$ cat config.mk
export PLATFORM = sky130hd
export DESIGN_NAME = serial_word_queue
export DESIGN_NICKNAME = d
export VERILOG_FILES = /design/src/rtl/serial_queue_pkg.sv /design/src/rtl/word_fifo.sv /design/src/rtl/serial_word_queue.sv
export SDC_FILE = /design/constraint.sdc
export NUM_CORES = 1
export LEC_CHECK = 0
export ABC_AREA = 1
export BUFFER_PORTS_ARGS = -buffer_cell sky130_fd_sc_hd__buf_2
export CAP_MARGIN = 40
export CORE_ASPECT_RATIO = 1.5
export CORE_MARGIN = 4
export CORE_UTILIZATION = 65
export DETAILED_ROUTE_END_ITERATION = 12
export HOLD_SLACK_MARGIN = 0.03
export PLACE_DENSITY = 0.84
export SLEW_MARGIN = 5
export SYNTH_ARGS = -nofsm -noshare
export SYNTH_HDL_FRONTEND = slang
export SYNTH_SLANG_ARGS = --single-unit
$ cat constraint.sdc
create_clock -name clock_1MHz -period 4.93 [get_ports clock_1MHz]
set_input_delay 0.986 -clock clock_1MHz [delete_from_list [all_inputs] [get_ports clock_1MHz]]
set_output_delay 0.986 -clock clock_1MHz [all_outputs]
set_load 0.01 [all_outputs]
$ cat src/rtl/serial_queue_pkg.sv
// Shared types and constants for the serial word queue: deserializer states
// and the full-queue policy encodings.
package serial_queue_pkg;

    typedef enum logic [1:0] {
        IDLE,
        SHIFT,
        PUSH,
        STALL
    } deser_state_t;

    localparam int FULL_STALL = 0;
    localparam int FULL_DROP  = 1;

endpackage

$ cat src/rtl/word_fifo.sv
// Word FIFO with modulo-DEPTH pointers and a separate occupancy count.
// A push into a full queue is accepted only when a pop fires on the same edge.
module word_fifo
    import serial_queue_pkg::*;
#(
    parameter int WORD_WIDTH = 8,
    parameter int DEPTH      = 8,
    localparam int LEN_W     = $clog2(DEPTH + 1),
    localparam int PTR_W     = $clog2(DEPTH)
) (
    input  logic                  clock_1MHz,
    input  logic                  reset,
    input  logic                  push,
    input  logic [WORD_WIDTH-1:0] push_data,
    input  logic                  pop,
    output logic                  push_accept,
    output logic                  pop_accept,
    output logic [WORD_WIDTH-1:0] data,
    output logic [LEN_W-1:0]      len,
    output logic                  full,
    output logic                  empty
);

    logic [WORD_WIDTH-1:0] mem [DEPTH];
    logic [PTR_W-1:0]      head;
    logic [PTR_W-1:0]      tail;
    logic [LEN_W-1:0]      count;

    function automatic logic [PTR_W-1:0] ptr_inc(input logic [PTR_W-1:0] ptr);
        return (ptr == PTR_W'(DEPTH - 1)) ? '0 : ptr + PTR_W'(1);
    endfunction

    assign empty       = (count == '0);
    assign full        = (count == LEN_W'(DEPTH));
    assign pop_accept  = pop && !empty;
    assign push_accept = push && (!full || pop_accept);
    assign len         = count;
    assign data        = empty ? '0 : mem[head];

    always_ff @(posedge clock_1MHz or negedge reset) begin
        if (!reset) begin
            head  <= '0;
            tail  <= '0;
            count <= '0;
        end else begin
            if (push_accept) tail <= ptr_inc(tail);
            if (pop_accept)  head <= ptr_inc(head);
            case ({push_accept, pop_accept})
                2'b10:   count <= count + LEN_W'(1);
                2'b01:   count <= count - LEN_W'(1);
                default: count <= count;
            endcase
        end
    end

    // Storage needs no reset: reads are gated by the count.
    always_ff @(posedge clock_1MHz) begin
        if (push_accept) mem[tail] <= push_data;
    end

endmodule

$ cat src/rtl/serial_word_queue.sv
// Serial-to-parallel front end feeding a word FIFO, with stall/drop full
// policy, framing-error detection and an edge-detected dequeue.
//
// state | meaning
// IDLE  | ready for a frame; a high write_in samples the first bit
// SHIFT | collecting the remaining bits of the current word
// PUSH  | word complete; enqueue, stall or drop depending on space/policy
// STALL | queue full; hold the word until a slot frees up
module serial_word_queue
    import serial_queue_pkg::*;
#(
    parameter int WORD_WIDTH  = 8,
    parameter int DEPTH       = 8,
    parameter bit LSB_FIRST   = 1'b1,
    parameter int FULL_POLICY = FULL_STALL,
    localparam int LEN_W      = $clog2(DEPTH + 1)
) (
    input  logic                  clock_1MHz,
    input  logic                  reset,
    input  logic                  data_in,
    input  logic                  write_in,
    input  logic                  dequeue_in,
    output logic                  status_out,
    output logic [WORD_WIDTH-1:0] data_out,
    output logic [LEN_W-1:0]      len_out,
    output logic                  full_out,
    output logic                  empty_out,
    output logic                  overflow_out,
    output logic                  frame_error_out
);

    localparam int CNT_W = $clog2(WORD_WIDTH + 1);

    deser_state_t          state;
    deser_state_t          state_next;
    logic [WORD_WIDTH-1:0] shift_reg;
    logic [CNT_W-1:0]      bits_left;
    logic                  shift_en;
    logic                  cnt_load;
    logic                  push_req;
    logic                  push_accept;
    logic                  pop_accept;
    logic                  deq_prev;
    logic                  pop_req;
    logic                  ovf_next;
    logic                  ferr_next;

    // Every rising edge is consumed, even one that finds the queue empty.
    assign pop_req = dequeue_in && !deq_prev;

    word_fifo #(
        .WORD_WIDTH (WORD_WIDTH),
        .DEPTH      (DEPTH)
    ) u_fifo (
        .clock_1MHz  (clock_1MHz),
        .reset       (reset),
        .push        (push_req),
        .push_data   (shift_reg),
        .pop         (pop_req),
        .push_accept (push_accept),
        .pop_accept  (pop_accept),
        .data        (data_out),
        .len         (len_out),
        .full        (full_out),
        .empty       (empty_out)
    );

    always_comb begin
        state_next = state;
        shift_en   = 1'b0;
        cnt_load   = 1'b0;
        push_req   = 1'b0;
        status_out = 1'b0;
        ovf_next   = 1'b0;
        ferr_next  = 1'b0;
        case (state)
            IDLE: begin
                status_out = 1'b1;
                if (write_in) begin
                    shift_en   = 1'b1;
                    cnt_load   = 1'b1;
                    state_next = SHIFT;
                end
            end
            SHIFT: begin
                if (write_in) begin
                    shift_en = 1'b1;
                    if (bits_left == CNT_W'(1)) state_next = PUSH;
                end else begin
                    ferr_next  = 1'b1;
                    state_next = IDLE;
                end
            end
            PUSH: begin
                push_req = 1'b1;
                if (push_accept) begin
                    state_next = IDLE;
                end else if (FULL_POLICY == FULL_DROP) begin
                    ovf_next   = 1'b1;
                    state_next = IDLE;
                end else begin
                    state_next = STALL;
                end
            end
            STALL: begin
                push_req = 1'b1;
                if (push_accept) state_next = IDLE;
            end
            default: state_next = IDLE;
        endcase
    end

    always_ff @(posedge clock_1MHz or negedge reset) begin
        if (!reset) begin
            state           <= IDLE;
            bits_left       <= '0;
            deq_prev        <= 1'b0;
            overflow_out    <= 1'b0;
            frame_error_out <= 1'b0;
        end else begin
            state           <= state_next;
            deq_prev        <= dequeue_in;
            overflow_out    <= ovf_next;
            frame_error_out <= ferr_next;
            if (cnt_load)      bits_left <= CNT_W'(WORD_WIDTH - 1);
            else if (shift_en) bits_left <= bits_left - CNT_W'(1);
        end
    end

    // A partial word is simply overwritten by the next full frame.
    always_ff @(posedge clock_1MHz or negedge reset) begin
        if (!reset) begin
            shift_reg <= '0;
        end else if (shift_en) begin
            if (LSB_FIRST) shift_reg <= {data_in, shift_reg[WORD_WIDTH-1:1]};
            else           shift_reg <= {shift_reg[WORD_WIDTH-2:0], data_in};
        end
    end

endmodule

# --- Word level (Yosys, flattened, before mapping) ---
# Memories as Yosys holds them, arrays and structs flattened.
# Cells that the tools add are included.
op_classes:
  add_sub_neg: 5
  n_eq_ne: 12
  mux: 21
  reduce_logical: 14
op_table:
  columns: ["cell", "count"]
  rows:
  - ["2-bit two-way mux", 5]
  - ["1-bit two-way mux", 9]
  - ["4-bit two-way mux", 2]
  - ["8-bit two-way mux", 1]
  - ["2-bit case mux with 4 select lines", 1]
  - ["4-bit case mux with 2 select lines", 1]
  - ["4-bit by 1-bit subtractor with 4-bit output, second input constant", 2]
  - ["3-bit by 1-bit adder with 3-bit output, second input constant", 2]
  - ["2-bit equality test, second input constant", 3]
  - ["3-bit equality test, second input constant", 2]
  - ["3-bit two-way mux", 2]
  - ["4-bit by 1-bit adder with 4-bit output, second input constant", 1]
  - ["2-bit by 1-bit equality test with 1-bit output, second input constant", 2]
  - ["4-bit by 1-bit equality test with 1-bit output, second input constant", 1]
  - ["4-bit equality test, second input constant", 1]
  - ["4-bit logical NOT", 1]
  - ["2-bit nonzero test", 2]
  - ["2-bit OR reduction", 2]
  - ["1-bit logical AND", 3]
  - ["1-bit logical NOT", 3]
  - ["3-bit inequality test, second input constant", 1]
  - ["3-bit AND reduction", 1]
  - ["2-bit logical NOT", 1]
  - ["2-bit by 1-bit inequality test with 1-bit output, second input constant", 1]
  - ["2 further kinds", 2]
word_totals:
  register_bits: 26
  ramBits: 64
  elab_cells: 61
  n_memories: 1
mem_list:
  columns: ["name", "words", "word_bits", "rd", "rd_ports_with_merged_regs", "wr", "line_no", "source"]
  rows:
  - ["u_fifo.mem", 8, 8, 1, 0, 1, "word_fifo.sv:24", "logic [WORD_WIDTH-1:0] mem [DEPTH];"]

# --- Depth between registers and ports, before layout ---
depth:
  ltp_word: 7
  ltp_mapped: 13

# --- Hierarchy ---
# A second synthesis with hierarchy kept.
hier_totals:
  hier_cells: 365
  area_unflattened_um2: 3908.7
modules_own_cells:
  columns: ["mod", "n_inst", "cells_per_inst", "area_per_inst_um2"]
  rows:
  - ["word_fifo", 1, 277, 3156.8]
  - ["serial_word_queue", 1, 88, 752.0]

# --- Least setup slack after synthesis ---
# OpenSTA, ideal clock, no wires.
synth_timing:
  path_kind: "input port to flip-flop"
  start: "in dequeue_in"
  end: "reg u_fifo.count[2] (netlist: u_fifo.len[2])"
  arrival_time_ps: 2116
  required_time_ps: 4803
  path_slack_ps: 2686
  stages: 11
  cell_sequence: "nand2_1 -> nand3_2 -> nand2_1 -> ha_1 -> inv_1 -> nand2_1 -> nand2_1 -> ha_1 -> a21oi_1 -> xor2_1 -> o21ai_0"
synth_via:
  elab_chain_len: 6
  elab_cells_between_ends: 8
synth_lines:
  columns: ["element", "line_no", "source"]
  rows:
  - ["from (decl)", "serial_word_queue.sv:22", "input logic dequeue_in,"]
  - ["1-bit logical AND *", "serial_word_queue.sv:49", "assign pop_req = dequeue_in && !deq_prev;"]
  - ["1-bit logical AND *", "word_fifo.sv:35", "assign pop_accept = pop && !empty;"]
  - ["1-bit logical OR", "word_fifo.sv:36", "assign push_accept = push && (!full || pop_accept);"]
  - ["1-bit logical AND", "word_fifo.sv:36", null]
  - ["2-bit by 1-bit equality test with 1-bit output / 2-bit equality test (equally long branches)", "word_fifo.sv:48", "case ({push_accept, pop_accept})"]
  - ["4-bit case mux with 2 select lines / 2-bit nonzero test (equally long branches)", null, null]
  - ["to (signal assigned)", "word_fifo.sv:49", "2'b10: count <= count + LEN_W'(1);"]
  - ["to (signal assigned)", "word_fifo.sv:50", "2'b01: count <= count - LEN_W'(1);"]
  - ["to (signal assigned)", "word_fifo.sv:51", "default: count <= count;"]
  - ["to (decl)", "word_fifo.sv:27", "logic [LEN_W-1:0] count;"]
# Every way passes the cells marked *; elsewhere a longest branch is shown, timed or not.
# A chain may end at the register's enable or synchronous reset.

# --- Worst setup path in the final report ---
layout_timing:
  start: "reg u_fifo.head[1]"
  end: "out data_out[4]"
layout_via:
  elab_chain_len: 2
layout_lines:
  columns: ["element", "line_no", "source"]
  rows:
  - ["from (decl)", "word_fifo.sv:25", "logic [PTR_W-1:0] head;"]
  - ["from (signal assigned)", "word_fifo.sv:47", "if (pop_accept) head <= ptr_inc(head);"]
  - ["memory read 8 x 8 bit", null, null]
  - ["8-bit two-way mux", "word_fifo.sv:38", "assign data = empty ? '0 : mem[head];"]
  - ["to (decl)", "serial_word_queue.sv:24", "output logic [WORD_WIDTH-1:0] data_out,"]
# No other way between the ends.

==> impl.org <==
** Outcome
- The flow ran to the end, and the final reports show no timing, DRC or antenna violations.

** Detailed routing
- The detailed router placed 2646 vias in this run.
- Before antenna repair, the detailed router went through 5 iterations.
- For this run, design rule violations remaining after detail routing come to 0.
- After detailed routing, the total wire length is 7530 µm.
- Per-cell via count in the routed design :: 5.52
- After detailed routing, the average wire length per cell comes to 15.7 µm.
- Count of routing violations after the opening detailed-route iteration :: 187
- In this run the remaining antenna-violating nets after routing total 0.

** Clocking
- Clock tree synthesis selected as its root buffer the cell sky130_fd_sc_hd__clkbuf_8.
- Maximum level of the CTS H-tree :: 3
- Hold buffers post-CTS :: 0
- TritonCTS built the clock tree.
- Clock slew at reported path FFs :: 0.08 ns
- # clock sinks :: 90
- The longest clock path from root to sink contains 2 buffers.
- CTS Buf Count :: 9
- Clk_lat worst skew :: 0.34 ns
- Resized Gates After CTS :: 0
- After clock tree synthesis, the setup repair step added 0 buffers.

** Setup path
- CP Cell Sequence :: inv_4, nor2_1, o21ai_0, nand2_1, nor2_1, nor2_1, buf_2
- Worst-path cell with the longest stage delay :: sky130_fd_sc_hd__dfrtp_1
- Critical R2R Capture :: u_fifo.len[2]
- In this design, the stage delay of the slowest critical-path cell is 0.79 ns.
- Critical path fanouts, max :: 19
- Reg-to-Reg Start :: u_fifo.len[1]
- The number of buffers and inverters on the critical path is 2.
- Setup slack on the worst reg-to-reg path comes out at 2.57 ns.
- Number of cell instances on the worst register-to-register path :: 11
- Critical path endpoint category :: primary output
- Among cell families on the critical path, the largest total delay comes from flip-flops.
- Critical path data arrival time :: 2.06 ns
- WP data required :: 3.94 ns
- Counting stages on the worst path, the most repeated cell is sky130_fd_sc_hd__nor2_1.
- The critical path is of the flip-flop to primary output type.
- In this run the worst setup path begins at u_fifo.head[1].
- STA classifies the critical path startpoint as a flip-flop.

** Synth
- Distinct cells, synth :: 27
- Count of mapped cells out of synthesis :: 383
- Sequential elements use 65.1% of the synthesized area.
- The synthesized design devotes to its leading area cell type 48.7% of total area.
- Seq cells post-synth :: 90
- For this run, the number of Yosys warnings is 0.
- Dividing the synthesized area by the synthesized cell count gives 10.3 µm².
- Summed over all instances, the cell type with the most area after synthesis is sky130_fd_sc_hd__edfxtp_1.
- Top post-synthesis cells by area :: sky130_fd_sc_hd__edfxtp_1, sky130_fd_sc_hd__dfrtp_1, sky130_fd_sc_hd__nor2_1
- Nets in the synthesized netlist :: 397
- Post-synth design cell area :: 3950 µm²

** Floorplanning
- The die is 71.6 µm wide.
- Initial core utilization :: 67.3%
- The die covers 7410 µm².
- Core ar. :: 5870 µm²
- Measured along the y axis, the die boundary spans 103 µm.
- In this run the count of I/O pins placed on the die edge is 22.
- The floorplan has 34 rows.

** Timing
- Upper clock frequency limit :: 328 MHz
- Max Clock Skew :: 0.00619 ns
- Min Clock Period, post-route :: 3.04 ns
- Unrepaired setup endpoints after global routing :: false
- Final hold violations :: 0
- The worst path uses 61.8% of the clock period.
- Relative max-transition margin :: 40.1%
- The number of pins with negative max-slew slack in the final report is 0.
- Setup violations remaining at the end of the flow were counted as 0.
- On the final layout, the worst hold slack is 0.507 ns.
- At the pin with the least slew margin, the transition time is 0.896 ns.
- Sum Neg Setup Slack :: 0 ns

** GRT
- The number of antenna violations at the first check in global routing is 0.
- In the global route stage, met3 resource usage came out at 2.90%.
- The first global-routing pass estimated 12000 µm of wire.
- Global routing used 22.2% of the available tracks.
- The number of global-route vias before repair was 2507.
- Global routing consumed, on the met2 layer, 39.6% of the routing resources.
- met2 is the most crowded layer.
- In the global route stage, met1 resource usage came out at 25.5%.
- For this run the aggregate overflow at the end of global routing stands at 0.
- Entering global routing, the biggest net connects 35 pins.

** Power
- Peak supply drop :: 0.000398 V
- In this run the power density over the cells is 519 nW/µm².
- Summed over all cells, the static leakage comes to 1.80 nW.

** Finish
- The repair_antennas step left the layout with diodes totalling 0.
- The register with the most flip-flops in the layout has 64 of them.
- Reg area :: 2570 µm²
- Final-stage net count :: 416
- Fill cells in the final layout number 426.
- In the final layout, the share of cells above drive strength 1 is 11.5%.
- Area of the multi-input gates :: 1150 µm²
- Relative to the synthesized area, the layout overhead comes to 7.10%.

** Worst hold path
- Min-Delay Endpoint :: u_fifo.len[3]
- Counting instances, the worst hold path has a depth of 2.
- Startpoint of the tightest hold check path :: u_fifo.len[3]
- The min-delay analysis places its worst path in the category flip-flop to flip-flop.

** Job
- Max-capacitance violation count :: 0

** Placed design
- Port Buffers :: 20
- Detailed-placement wirelength estimate :: 5220 µm
- Routability congestion estimate from global placement :: 0.853
-- Yosys cell counts, drive strengths merged --
cell type / instances
nand4: 2
buf: 12
inv: 28
ha: 9
xnor2: 1
edfxtp: 64
nand3: 17
dfrtp: 26
o211ai: 1
xor2: 1
a21oi: 1
nor2: 101
nand2: 66
clkbuf: 2
nor3: 2
a31oi: 2
conb: 1
o21ai: 47
-- cell families (layout without fill, tap and decap cells) --
kind of cell             count (synthesis)  after routing  synth area share, %
AND/OR/NAND/NOR                        188            188                 19.2
flip-flops                              90             90                 65.1
other                                    1              1               0.0950
adder cells (fa/ha/maj)                  9              9                 2.85
buffers and inverters                   42             66                 5.64
AO/OA/AOI/OAI                           51             51                 6.59
XOR/XNOR                                 2              2                0.444
-- cell type report --
type | count | share of cell area, %
Timing Repair Buffer | 22 | 2.72
Sequential cell | 90 | 60.8
Tap cell | 72 | 2.13
Multi-Input combinational cell | 251 | 27.3
Clock inverter | 4 | 0.562
Clock buffer | 12 | 3.93
Inverter | 28 | 2.54
-- worst max-delay path by stage --
| stage | endpoint | slack (ns) | cells past startpoint |
|---|---|---|---|
| 2_1_floorplan | u_fifo.len[2] | 2.69 | 11 |
| 3_3_place_gp | u_fifo.mem[6][2] | 2.26 | 7 |
| 3_5_place_dp | u_fifo.mem[7][2] | 2.21 | 7 |
| 4_1_cts | data_out[4] | 1.86 | 7 |
| 5_1_grt | data_out[4] | 1.76 | 7 |
| 6_report | data_out[4] | 1.89 | 7 |
-- metrics by stage --
stage | instances | cell area (µm²) | total power [mW] | worst slack, ns | util (%)
floorplan | 383 | 3950 | 1.56 | 2.69 | -
global placement | 462 | 4030 | 1.72 | 2.26 | 68.7
detailed placement | 463 | 4040 | 1.76 | 2.21 | 68.8
CTS | 479 | 4230 | 2.21 | 1.86 | 72.0
global route | 479 | 4230 | 2.35 | 1.76 | 72.0
finish | 479 | 4230 | 2.20 | 1.89 | 72.0
-- worst register-to-register path, cell delays in order, from the launching register on --
cell and delay [ns]:
sky130_fd_sc_hd__dfrtp_1 0.44, sky130_fd_sc_hd__nor2_2 0.20, sky130_fd_sc_hd__nand3_2 0.29, sky130_fd_sc_hd__nand3_2 0.23
sky130_fd_sc_hd__inv_1 0.10, sky130_fd_sc_hd__ha_1 0.24, sky130_fd_sc_hd__nand2_1 0.08, sky130_fd_sc_hd__nand2_1 0.08
sky130_fd_sc_hd__ha_1 0.18, sky130_fd_sc_hd__a21oi_1 0.14, sky130_fd_sc_hd__xor2_1 0.16, sky130_fd_sc_hd__o21ai_0 0.10
-- report_power, final --
| part | switching [mW] | internal [mW] |
|---|---|---|
| combinational | 0.465 | 0.267 |
| sequential | 0.118 | 0.886 |
| clock | 0.234 | 0.226 |
-- cells in the final DEF (no fill, tap or decap), drive strengths merged --
master	instances
nor2	101
dfrtp	26
ha	9
edfxtp	64
o211ai	1
clkinv	4
xor2	1
a21oi	1
nor3	2
conb	1
buf	22
nand3	17
nand2	66
a31oi	2
o21ai	47
xnor2	1
clkbuf	12
inv	28
nand4	2
-- per-layer routing --
layer  wire [µm]  vias up
li1            -     1304
met1        2860     1256
met2        4080       73
met3         419       13
met4         180        0
met5           0        -
Power figures use the tool's default switching activity.
